[config.mk]
export PLATFORM = sky130hd
export DESIGN_NAME = fxp_power
export DESIGN_NICKNAME = d
export VERILOG_FILES = /design/src/rtl/fxp_pkg.sv /design/src/rtl/qmul_sat.sv /design/src/rtl/fxp_power.sv
export SDC_FILE = /design/constraint.sdc
export NUM_CORES = 1
export LEC_CHECK = 0
export CORE_MARGIN = 1
export CORE_UTILIZATION = 30
export DETAILED_ROUTE_END_ITERATION = 7
export HOLD_SLACK_MARGIN = 0.05
export PLACE_DENSITY = 0.45
export RECOVER_POWER = 100
export SLEW_MARGIN = 10
export SYNTH_ARGS = -nofsm -noshare
export SYNTH_HDL_FRONTEND = slang
export SYNTH_SLANG_ARGS = --single-unit
[constraint.sdc]
create_clock -name clk -period 9.35 [get_ports clk]
set_clock_uncertainty 0.1 [all_clocks]
set_input_delay 2.3375 -clock clk [delete_from_list [all_inputs] [get_ports clk]]
set_output_delay 2.3375 -clock clk [all_outputs]
set_load 0.01 [all_outputs]
[src/rtl/fxp_pkg.sv]
// Shared Q10.10 constants and FSM state type for the power and root units.
package fxp_pkg;
    localparam int Q_W    = 20;
    localparam int Q_FRAC = 10;

    localparam logic [Q_W-1:0] Q_ONE = 20'h00400;
    localparam logic [Q_W-1:0] Q_MAX = 20'hFFFFF;

    typedef enum logic [1:0] {
        IDLE = 2'd0,
        MUL  = 2'd1,
        DONE = 2'd2
    } state_t;
endpackage

[src/rtl/qmul_sat.sv]
// Combinational unsigned Q-format multiply: truncate the fraction, saturate on integer overflow.
module qmul_sat #(
    parameter int W    = 20,
    parameter int FRAC = 10
) (
    input  logic [W-1:0] a,
    input  logic [W-1:0] b,
    output logic [W-1:0] q,
    output logic         ovf
);
    logic [2*W-1:0] p;

    assign p   = a * b;
    // Any set bit above the retained window means the shifted product does not fit.
    assign ovf = |p[2*W-1:W+FRAC];
    assign q   = ovf ? {W{1'b1}} : p[W+FRAC-1:FRAC];
endmodule

[src/rtl/fxp_power.sv]
// Iterative Q10.10 power unit: base^n for n in 0..7, one multiply per cycle, early exit on saturation.
module fxp_power
    import fxp_pkg::*;
#(
    parameter int W    = 20,
    parameter int FRAC = 10,
    parameter int EW   = 3
) (
    input  logic          clk,
    input  logic          rst_n,
    input  logic          in_valid,
    input  logic [W-1:0]  in_data_1,
    input  logic [EW-1:0] in_data_2,
    output logic          busy,
    output logic          out_valid,
    output logic [W-1:0]  out_data,
    output logic          out_ovf
);
    state_t        state;
    logic [W-1:0]  acc;
    logic [W-1:0]  base_r;
    logic [EW-1:0] n_r;
    logic [EW-1:0] cnt;
    logic          sat;

    logic [W-1:0]  mul_q;
    logic          mul_ovf;
    logic [EW:0]   cnt_nxt;

    qmul_sat #(.W(W), .FRAC(FRAC)) u_qmul (
        .a   (acc),
        .b   (base_r),
        .q   (mul_q),
        .ovf (mul_ovf)
    );

    // Extra bit keeps the loop-end compare exact at the top exponent.
    assign cnt_nxt = {1'b0, cnt} + 1'b1;
    assign busy    = (state != IDLE);

    always_ff @(posedge clk or negedge rst_n) begin
        if (!rst_n) begin
            state     <= IDLE;
            acc       <= '0;
            base_r    <= '0;
            n_r       <= '0;
            cnt       <= '0;
            sat       <= 1'b0;
            out_valid <= 1'b0;
            out_data  <= '0;
            out_ovf   <= 1'b0;
        end else begin
            out_valid <= 1'b0;
            out_data  <= '0;
            out_ovf   <= 1'b0;
            case (state)
                IDLE: begin
                    if (in_valid) begin
                        base_r <= in_data_1;
                        n_r    <= in_data_2;
                        cnt    <= EW'(1);
                        sat    <= 1'b0;
                        // 0^0 is defined as 1.0, so n=0 bypasses the multiplier entirely.
                        acc    <= (in_data_2 == '0) ? W'(Q_ONE) : in_data_1;
                        state  <= (in_data_2 >= EW'(2)) ? MUL : DONE;
                    end
                end
                MUL: begin
                    if (mul_ovf) begin
                        acc   <= W'(Q_MAX);
                        sat   <= 1'b1;
                        state <= DONE;
                    end else begin
                        acc <= mul_q;
                        cnt <= cnt_nxt[EW-1:0];
                        if (cnt_nxt == {1'b0, n_r})
                            state <= DONE;
                    end
                end
                DONE: begin
                    out_valid <= 1'b1;
                    out_data  <= acc;
                    out_ovf   <= sat;
                    state     <= IDLE;
                end
                default: state <= IDLE;
            endcase
        end
    end
endmodule

==> qor.yml <==
htree_levels: 3
final_util: 0.329
grt_pass1_vias: 13200
cts_hold_buf: 0
multi_input_area_sq_um: 12800
path_buf_inv: 4
cts_buffers: 9
detailed_place_hpwl_mm: 38.9
crit_top_cell: "fa_1"
arrival_ns: 8.73
cts-root-buf: "clkbuf_16"
dieHeight_microns: 235
status: "finished with violations"
drive_above_1_share: 0.0264
maxSlewHeadroom: -1.94
rows: 85
hold_class: "flop to flop"
crit_required_ns: 9.53
firstDrtPassIters: 5
n_antenna_cell: 0
critPathMaxStageDelay_ns: 0.79
synth_seq_cells: 71
drv_cap: 2
grt_setup_unrepaired: "false"
tns_ns: 0
synthSimpleGateAreaFrac: 0.195
hold_viol_final: 0
area_growth_pct: 8.61
critPathSlowestCell: "dfrtp_1"
fillers: 5711
antenna_left: 0
die-area_sq_um: 55400
fin_crit_sh: 0.915
synthMuxAreaShare: 0.00123
wl_per_cell_microns: 19.3
synth_top_family_by_area: "adder cells"
synth_edf_count: 0
clockBufferDepth: 2
cp_max_fo: 22
crit_type: "flop to flop"
port_buffers: 48
synth.area.top_cells: "fa_1, ha_1, dfrtp_1, and2_1, inv_1"
grt_use_total: 0.184
cp-end-kind: "flop"
fmax_mhz: 117
grt.overflow.total: 0
ys_seq_area_frac: 0.109
antenna_found_initial: 1
synth_cell_types: 56
nNetsFinal: 2305
gp_congestion: 0.844
synth-async-reset-ratio: 1.00
clkSinkCount: 71
synth.top_cell.area_share: 0.391
setup_viol: 0
drt_iter0_markers: 562
coreArea_sq_um: 53800
vias: 11900
grt_pass1_wl_mm: 77.9
crit_path_cell_trace: "and2_1 -> fa_1 -> inv_1 -> fa_1 -> fa_1 -> inv_1 -> fa_1 -> fa_1 -> fa_1 -> inv_1 -> fa_1 -> inv_1 -> ha_1 -> a21oi_2 -> o21ai_1 -> a221oi_2 -> a21boi_1 -> or2_1 -> or4_1 -> a221oi_2 -> nand4_2 -> nor2_4 -> mux2i_1"
fp.dieW_microns: 235
tightest_slew_ns: 4.41
clock_latency_ns: 0.36
synthFlopType: "dfrtp_1"
synth_commonest_cells: "inv_1, fa_1, and2_1"
start_util: 0.303
ctsResizeCount: 0
vias_per_cell: 4.73
seq_area_sq_um: 1780
synth_xor_area_frac: 0.0166
crit_family: "adder cells"
syn_area_per_cell_sq_um: 8.92
routed_wl_mm: 48.5
syn_nets: 2324
ioPinCount: 49
yosys_warnings: 0
clk_pin_slew_worst_paths_ns: 0.06
synth_compound_area_frac: 0.0658
netlist_instances: 1830
violations: "max-capacitance violations, max-slew violations"
yosys.area_share.adder: 0.505
yosysTopAreaCell: "fa_1"
grt_max_degree: 72
cts_tree: "yes"
cts_setup_buffers: 0
drc: 0
yosysMostFrequentCell: "inv_1"
syn_area_sq_um: 16300
min_period_ns: 8.55
drv_slew: 99
cp-start-kind: "flop"
-- cells in the final DEF, fill, tap and decap left out, types with 3 or more instances in the layout --
cell	count
and2_1	257
nand4_1	13
a21oi_1	54
a41oi_1	3
clkbuf_1	3
and2_0	18
xnor2_1	16
a21o_1	6
nand3_1	12
dfrtp_1	71
a211oi_1	6
nor3_1	7
fa_1	319
and3_1	5
o21ai_0	39
clkdlybuf4s50_1	23
nand2_1	266
nor2_1	29
a22oi_1	10
inv_1	356
nand2b_1	7
buf_4	25
dlygate4sd3_1	24
a31oi_1	8
clkbuf_16	9
xor2_1	15
a221oi_1	10
ha_1	149
o21bai_1	6
-- through the flow --
stage          setup slack, ns  instance area [sq um]  instances  hold WS, ns
3_3_place_gp             0.902                  17500       2496        0.391
4_1_cts                  0.753                  17700       2511        0.403
2_1_floorplan             2.21                  16300       1830        0.354
6_report                 0.798                  17700       2511        0.400
5_1_grt                  0.326                  17700       2511        0.418
3_5_place_dp             0.799                  17500       2496        0.386
-- logic make-up (layout without fill, tap and decap cells) --
logic type	after synthesis	count (layout)
simple gates	628	628
mux	2	2
xor+xnor	31	31
flops	71	71
buf+inv	461	446
compound gates	169	169
fa+ha+maj	468	468
-- state kept, by name, summed over array words and instances (netlist names) --
signal,flops
sat,1
n_r,3
state,2
acc,20
base_r,20
out_data,20
out_valid,1
cnt,3
out_ovf,1
-- layer usage --
layer / part of all wire / track usage / vias to the layer above
met1: 0.48 / 0.257 / 6166
met3: 0.025 / 0.0143 / 41
met2: 0.48 / 0.309 / 196
li1: - / - / 5482
met4: 0.019 / 0.0426 / 0
met5: 0 / 0 / -
-- worst paths after layout --
kind / cells after the start / slack, ns / start / to
min reg2reg: 1 / 0.40 / state[1] / state[1]
max in group asynchronous: 1 / 3.24 / rst_n / out_data[17]
min: 1 / 0.40 / state[1] / state[1]
min in group asynchronous: 1 / 3.44 / rst_n / n_r[0]
max: 23 / 0.80 / acc[10] / cnt[1]
max reg2reg: 23 / 0.80 / acc[10] / cnt[1]
-- cell type report --
class	count	area share
tap	696	0.0491
clock buffer	10	0.0135
timing repair buffer	75	0.0378
clock inverter	5	0.00191
inverter	356	0.0754
sequential	71	0.100
multi-input combinational	1298	0.722
Power is left out: the tool's default activity adds up to more than one toggle a clock period on the data nets, which glitch-free logic cannot reach.
